===== config.mk =====
export PLATFORM = sky130hd
export DESIGN_NAME = xnor_gate
export DESIGN_NICKNAME = d
export VERILOG_FILES = /design/src/rtl/xnor_gate_pkg.sv /design/src/rtl/xnor_popcount.sv /design/src/rtl/xnor_gate.sv
export SDC_FILE = /design/constraint.sdc
export NUM_CORES = 1
export LEC_CHECK = 0
export BUFFER_PORTS_ARGS = -buffer_cell sky130_fd_sc_hd__buf_2
export CELL_PAD_IN_SITES_DETAIL_PLACEMENT = 0
export CELL_PAD_IN_SITES_GLOBAL_PLACEMENT = 2
export CORE_ASPECT_RATIO = 0.5
export CORE_MARGIN = 4
export CORE_UTILIZATION = 30
export CTS_BUF_LIST = sky130_fd_sc_hd__clkbuf_16
export DETAILED_ROUTE_END_ITERATION = 12
export GPL_TIMING_DRIVEN = 0
export PLACE_DENSITY = 0.77
export SLEW_MARGIN = 20
export SYNTH_ARGS = -nofsm -noshare
export SYNTH_HDL_FRONTEND = slang
export SYNTH_SLANG_ARGS = --single-unit

===== constraint.sdc =====
create_clock -name clk -period 2.6 [get_ports clk]
set_input_delay 0 -clock clk [delete_from_list [all_inputs] [get_ports clk]]
set_output_delay 0 -clock clk [all_outputs]
set_load 0.005 [all_outputs]

===== src/rtl/xnor_gate_pkg.sv =====
// Shared defaults and helpers for the xnor_gate block.
// Popcount width derives from the vector width.
package xnor_gate_pkg;

  localparam int DEF_WIDTH = 8;
  localparam int DEF_CNT_W = 16;

  function automatic int pop_w(input int w);
    return $clog2(w + 1);
  endfunction

endpackage


===== src/rtl/xnor_popcount.sv =====
// Combinational ones counter over a W-bit vector.
// Result range is 0..W, so PW must be at least clog2(W+1).
module xnor_popcount
  import xnor_gate_pkg::*;
#(
  parameter int W  = DEF_WIDTH,
  parameter int PW = pop_w(W)
) (
  input  logic [W-1:0]  vec,
  output logic [PW-1:0] cnt
);

  always_comb begin
    cnt = '0;
    for (int i = 0; i < W; i++) begin
      cnt = cnt + PW'(vec[i]);
    end
  end

endmodule


===== src/rtl/xnor_gate.sv =====
// Scalar XNOR plus a registered vector equality compare
// with per-bit result, popcount and saturating match counter.
module xnor_gate
  import xnor_gate_pkg::*;
#(
  parameter int WIDTH = DEF_WIDTH,
  parameter int CNT_W = DEF_CNT_W,
  parameter int PW    = pop_w(WIDTH)
) (
  input  logic             clk,
  input  logic             rst_n,
  input  logic             a,
  input  logic             b,
  output logic             y,
  output logic             y_q,
  input  logic             in_valid,
  input  logic [WIDTH-1:0] in_a,
  input  logic [WIDTH-1:0] in_b,
  input  logic             clr_cnt,
  output logic             out_valid,
  output logic [WIDTH-1:0] out_eq,
  output logic             out_match,
  output logic [PW-1:0]    out_popcnt,
  output logic [CNT_W-1:0] match_cnt
);

  localparam logic [CNT_W-1:0] CNT_MAX = '1;

  logic [WIDTH-1:0] eq;
  logic             match;
  logic [PW-1:0]    pop;

  assign y     = ~(a ^ b);
  assign eq    = ~(in_a ^ in_b);
  assign match = &eq;

  xnor_popcount #(
    .W  (WIDTH),
    .PW (PW)
  ) u_pop (
    .vec (eq),
    .cnt (pop)
  );

  always_ff @(posedge clk or negedge rst_n) begin
    if (!rst_n) begin
      y_q <= 1'b0;
    end else begin
      y_q <= y;
    end
  end

  always_ff @(posedge clk or negedge rst_n) begin
    if (!rst_n) begin
      out_valid  <= 1'b0;
      out_eq     <= '0;
      out_match  <= 1'b0;
      out_popcnt <= '0;
    end else begin
      out_valid <= in_valid;
      if (in_valid) begin
        out_eq     <= eq;
        out_match  <= match;
        out_popcnt <= pop;
      end
    end
  end

  // Clear wins over a same-cycle increment; counter sticks at max.
  always_ff @(posedge clk or negedge rst_n) begin
    if (!rst_n) begin
      match_cnt <= '0;
    end else if (clr_cnt) begin
      match_cnt <= '0;
    end else if (in_valid && match && match_cnt != CNT_MAX) begin
      match_cnt <= match_cnt + 1'b1;
    end
  end

endmodule


==> After elaboration in Yosys (flattened, before gate mapping) <==
Cells that the tools add are included.
{ "classes": {"div_mod_pow": 0, "n_mux": 2, "reduce_logical": 4, "bitwise": 4, "n_mul": 0, "eq_ne": 1, "shifts": 0, "magnitude_cmp": 0, "n_addsub": 8} }
{ "op_table": {"columns": ["op", "n"], "rows": [
  ["16-bit two-way mux", 2],
  ["4-bit by 1-bit adder with 4-bit output", 6],
  ["16-bit by 1-bit adder with 16-bit output (second input constant)", 1],
  ["16-bit != test (second input constant)", 1],
  ["8-bit inverter", 1],
  ["8-bit AND reduction", 1],
  ["8-bit bitwise XOR", 1],
  ["1-bit by 1-bit adder with 2-bit output", 1],
  ["1-bit logical AND", 2],
  ["2-bit nonzero test", 1],
  ["1-bit inverter", 1],
  ["1-bit bitwise XOR", 1]
]} }
{ "word_totals": {"latch_bits": 0, "output_inout_bits": 32, "ram_bits": 0, "register_bits": 31, "word_cells": 25, "memories": 0, "mem_bits_ro": 0, "inputBits": 22} }

==> Longest topological paths before layout <==
{ "depth": {"depth_word": 9, "depth_mapped": 10, "ltp_nobuf": 10} }

==> Cells and area by module <==
From an unflattened synthesis, not the netlist that was laid out.
{ "hier_totals": {"cells_unflattened": 160, "hier_area_um2": 1684.1} }
{ "modules_own_cells": {"columns": ["module", "instances", "cells_per_inst", "area_each_um2", "seq_area_each_um2"], "rows": [
  ["xnor_gate", 1, 136, 1493.9, 775.7],
  ["xnor_popcount", 1, 24, 190.2, 0.0]
]} }

==> Worst setup path after synthesis <==
Ideal clock, no wire load.
{ "synth_path": {"path_type": "input port to flip-flop", "start": "input in_b[1]", "end": "register out_popcnt[2]", "path_stages": 9, "setup_slack_ns": -0.011, "arrival_time_ns": 2.486, "setup_ns": 0.125, "required_ns": 2.475, "path_buffers": 0, "cell_sequence": "xnor2_1 ha_1 inv_1 fa_1 fa_1 fa_1 fa_1 xnor2_1 mux2_2"} }
{ "synth_between": {"elab_chain_len": 9} }
{ "synth_rtl": {"columns": ["element", "line_no", "rtl"], "rows": [
  ["from (decl)", "xnor_gate.sv:18", "input logic [WIDTH-1:0] in_b,"],
  ["8-bit bitwise XOR", "xnor_gate.sv:34", "assign eq = ~(in_a ^ in_b);"],
  ["8-bit inverter", "xnor_gate.sv:34", null],
  ["1-bit by 1-bit adder with 2-bit output", "xnor_popcount.sv:16", "cnt = cnt + PW'(vec[i]);"],
  ["4-bit by 1-bit adder with 4-bit output (6 in a row)", "xnor_popcount.sv:16", null],
  ["to (signal assigned)", "xnor_gate.sv:64", "out_popcnt <= pop;"],
  ["to (decl)", "xnor_gate.sv:23", "output logic [PW-1:0] out_popcnt,"]
]} }
Every way passes these cells.
A chain may end at the register's enable or synchronous reset.

==> Worst setup path in the final report <==
{ "layout_path": {"start": "input in_b[0]", "end": "register out_popcnt[2]"} }
{ "layout_between": {"elab_chain_len": 9} }
{ "layout_rtl": {"columns": ["element", "line_no", "rtl"], "rows": [
  ["8-bit bitwise XOR", "xnor_gate.sv:34", null],
  ["8-bit inverter", "xnor_gate.sv:34", null],
  ["named net eq[0]", "xnor_gate.sv:29", "logic [WIDTH-1:0] eq;"],
  ["1-bit by 1-bit adder with 2-bit output", "xnor_popcount.sv:16", null],
  ["4-bit by 1-bit adder with 4-bit output (6 in a row)", "xnor_popcount.sv:16", null]
]} }
The timed path passes the listed nets, and every way through them passes these cells.

==> results.txt <==
worst hold margin = 0.01531 ns
outcome = completed
switching share of total power = 25.91%
Synth top cells by count = 31 x dfrtp_1, 21 x inv_1, 10 x nand3_1
Power Total = 1.373 mW
Max Freq = 0.4021 GHz
antenna-violating nets left = 0
CP max-delay cell = fa_1
Final Hold Vio Count = 0
Final setup viols = 0
Worst path max stage delay = 0.50 ns
Top cell by count, worst path = fa_1
clk_skew = 0.002449 ns
grt met3 use = 3.337%
Max H-tree Level = 2
MaxCap Viol Count = 0
Mapped Area = 1703 µm²
Core Util, Final = 40.99%
gr busiest metal = met2
Clock Path Buffers = 2
Post-Route WL = 3990 µm
Mapped Avg Cell Area = 10.32 µm²
Post-DP Area = 2062 µm²
worst path required time = 2.75 ns
crit-path max FO = 2
WL per Instance = 13.21 µm
layout cell share with drive strength beyond 1 = 32.75%
Num CTS Buffers = 5
diode count = 0
synth warn = 0
chip height = 61.28 µm
register bit total from synthesis = 31
Worst-Margin Slew = 0.7091 ns
fill count = 545
post-synthesis sequential area ratio = 45.55%
wire length of the first global-routing pass = 6727 µm
global route overflow = 0
met1 Track Usage GR = 15.33%
HP Class = primary input to flop
internal power = 1.017 mW
largest net degree at the start of global routing = 32
First-pass DRT Iterations = 4
port buffer count = 53
clk_lat worst skew = 0.27 ns
grt met2 use = 21.42%
vias in the first global route = 1412
leakage power = 1.092 nW
DRC viols = 0
DP HPWL = 2965 µm
FFs w/ async S/R, synth = 100.0%
die width = 114.6 µm
unrepaired setup endpoints after global routing = false
combinational fraction of design power = 20.8%
gr usage total = 12.15%
register share of total power = 40.3%
TritonCTS Sinks = 31
Final period util = 95.65%
final worst slack = 0.1132 ns
CTS tree = done
ratio of total power to cell area = 610.0 nW/µm²
Core ar. = 5492 µm²
Switch Pwr = 0.3557 mW
area share of the largest cell type after synthesis = 45.55%
Tmin final = 2.487 ns
Root Driver = clkbuf_16
CP Launch Type = primary input
Finished Cell Area = 2251 µm²
dpl cells = 291
Worst VDD drop = 0.2632 mV
clock share of power = 38.9%
Yosys top cell by area = dfrtp_1
Net count, final = 259
Final Non-Filler Cells = 302
most common cell in the netlist = dfrtp_1
1st-iter DRT viols = 30
post-place setup slack = -0.2338 ns
post-synthesis cell count = 165
Slew HR = 52.73%
WP data arrival = 2.64 ns
Syn-to-layout area delta = 32.18%
Setup crit end kind = flop
RD Place Congestion = 0.6919
DIE AREA = 7019 µm²
setup TNS = 0 ns
Yosys cell types = 29
most common flop cell mapped by yosys = dfrtp_1
initial antenna violation count = 0
ranking of synthesized cells by area = dfrtp_1 46%, mux2i_1 5.3%, fa_1 4.7%, inv_1 4.6%, mux2_2 4.0%
critical-path cell list = buf_2, xnor2_2, ha_1, inv_1, fa_1, fa_1, fa_2, fa_1, xnor2_1, mux2_2
Clk pin slew, worst setup/hold paths = 0.05 ns
vias per cell = 4.659
# rows = 19
syn_nets = 195
final slew viol count = 0
Initial Util = 31.01%
Setup Crit Path Kind = primary input to flop
I/O pin total = 54
Post-synth EDFFs = 0
DR vias = 1407
## cell usage in the layout, fill, tap and decap left out, types with 5 or more instances in the layout
master	n
nor2_1	9
or4_1	7
mux2_2	6
a21oi_1	9
nand2_1	6
o21ai_0	5
o31ai_1	5
mux2i_1	9
dfrtp_1	31
nand3_1	10
inv_1	21
xor2_1	7
clkbuf_16	5
buf_2	53
## worst paths after layout
path,depth (start not counted),slack (ns),end,startpoint
worst max-delay path,10,0.11,out_popcnt[2],in_b[0]
worst min-delay path,3,0.02,match_cnt[3],clr_cnt
worst max register to register,7,0.27,match_cnt[2],match_cnt[0]
worst min register to register,1,0.50,out_eq[1],out_eq[1]
max in group asynchronous,2,1.82,out_eq[4],rst_n
min in group asynchronous,2,0.32,match_cnt[6],rst_n
## routing by layer
metal	vias up	share of wire (%)	wire length (µm)
met5	-	0	0
li1	694	-	-
met4	0	0.63	25
met1	690	46	1831
met2	21	49	1973
met3	2	4.0	158
## critical path, delay by kind of cell
| kind | cells | cell delay [ns] |
|---|---|---|
| XOR/XNOR | 2 | 0.28 |
| adder cells (fa/ha/maj) | 5 | 1.96 |
| buffers and inverters | 2 | 0.15 |
| multiplexers | 1 | 0.26 |
## repair_timing
item                       CTS  global route
hold endpoints to repair    33             0
resized for setup            0             2
hold buffers                 4             0
setup endpoints to repair    0             1
buffers inserted             0             0
## registers in the layout (all words and copies together), names as in the netlist
name,cells
out_eq,8
out_valid,1
y_q,1
match_cnt,16
out_popcnt,4
out_match,1
## kinds of logic (layout without fill, tap and decap cells)
| group | Yosys count | after routing | synth area share [%] |
|---|---|---|---|
| AOI/OAI and AO/OA | 20 | 20 | 6.686 |
| xor gates and xnor gates | 12 | 12 | 6.172 |
| adders and majority gates | 8 | 8 | 7.642 |
| buffers and inverters | 26 | 90 | 6.172 |
| DFF | 31 | 31 | 45.55 |
| muxes | 16 | 16 | 10.14 |
| and+or+nand+nor | 52 | 52 | 17.63 |
## power by group through the flow
stage                     clock network (mW)  registers [mW]  logic [mW]
after detailed placement                   0           0.561       0.284
after CTS                              0.550           0.554       0.294
after global routing                   0.576           0.559       0.332
final                                  0.535           0.553       0.285
after global placement                     0           0.562       0.275
after floorplan                            0           0.566       0.159
## final cells by class
type	count	area (µm²)	share of cell area, %
Multi-Input combinational cell	108	839.6	37.30
Sequential cell	31	775.7	34.46
Timing Repair Buffer	57	305.3	13.56
Clock buffer	5	125.1	5.559
Tap cell	73	91.34	4.058
Inverter	21	78.83	3.502
Buffer	5	26.28	1.167
Clock inverter	2	8.758	0.3891
(Power assumes the default switching activity.)
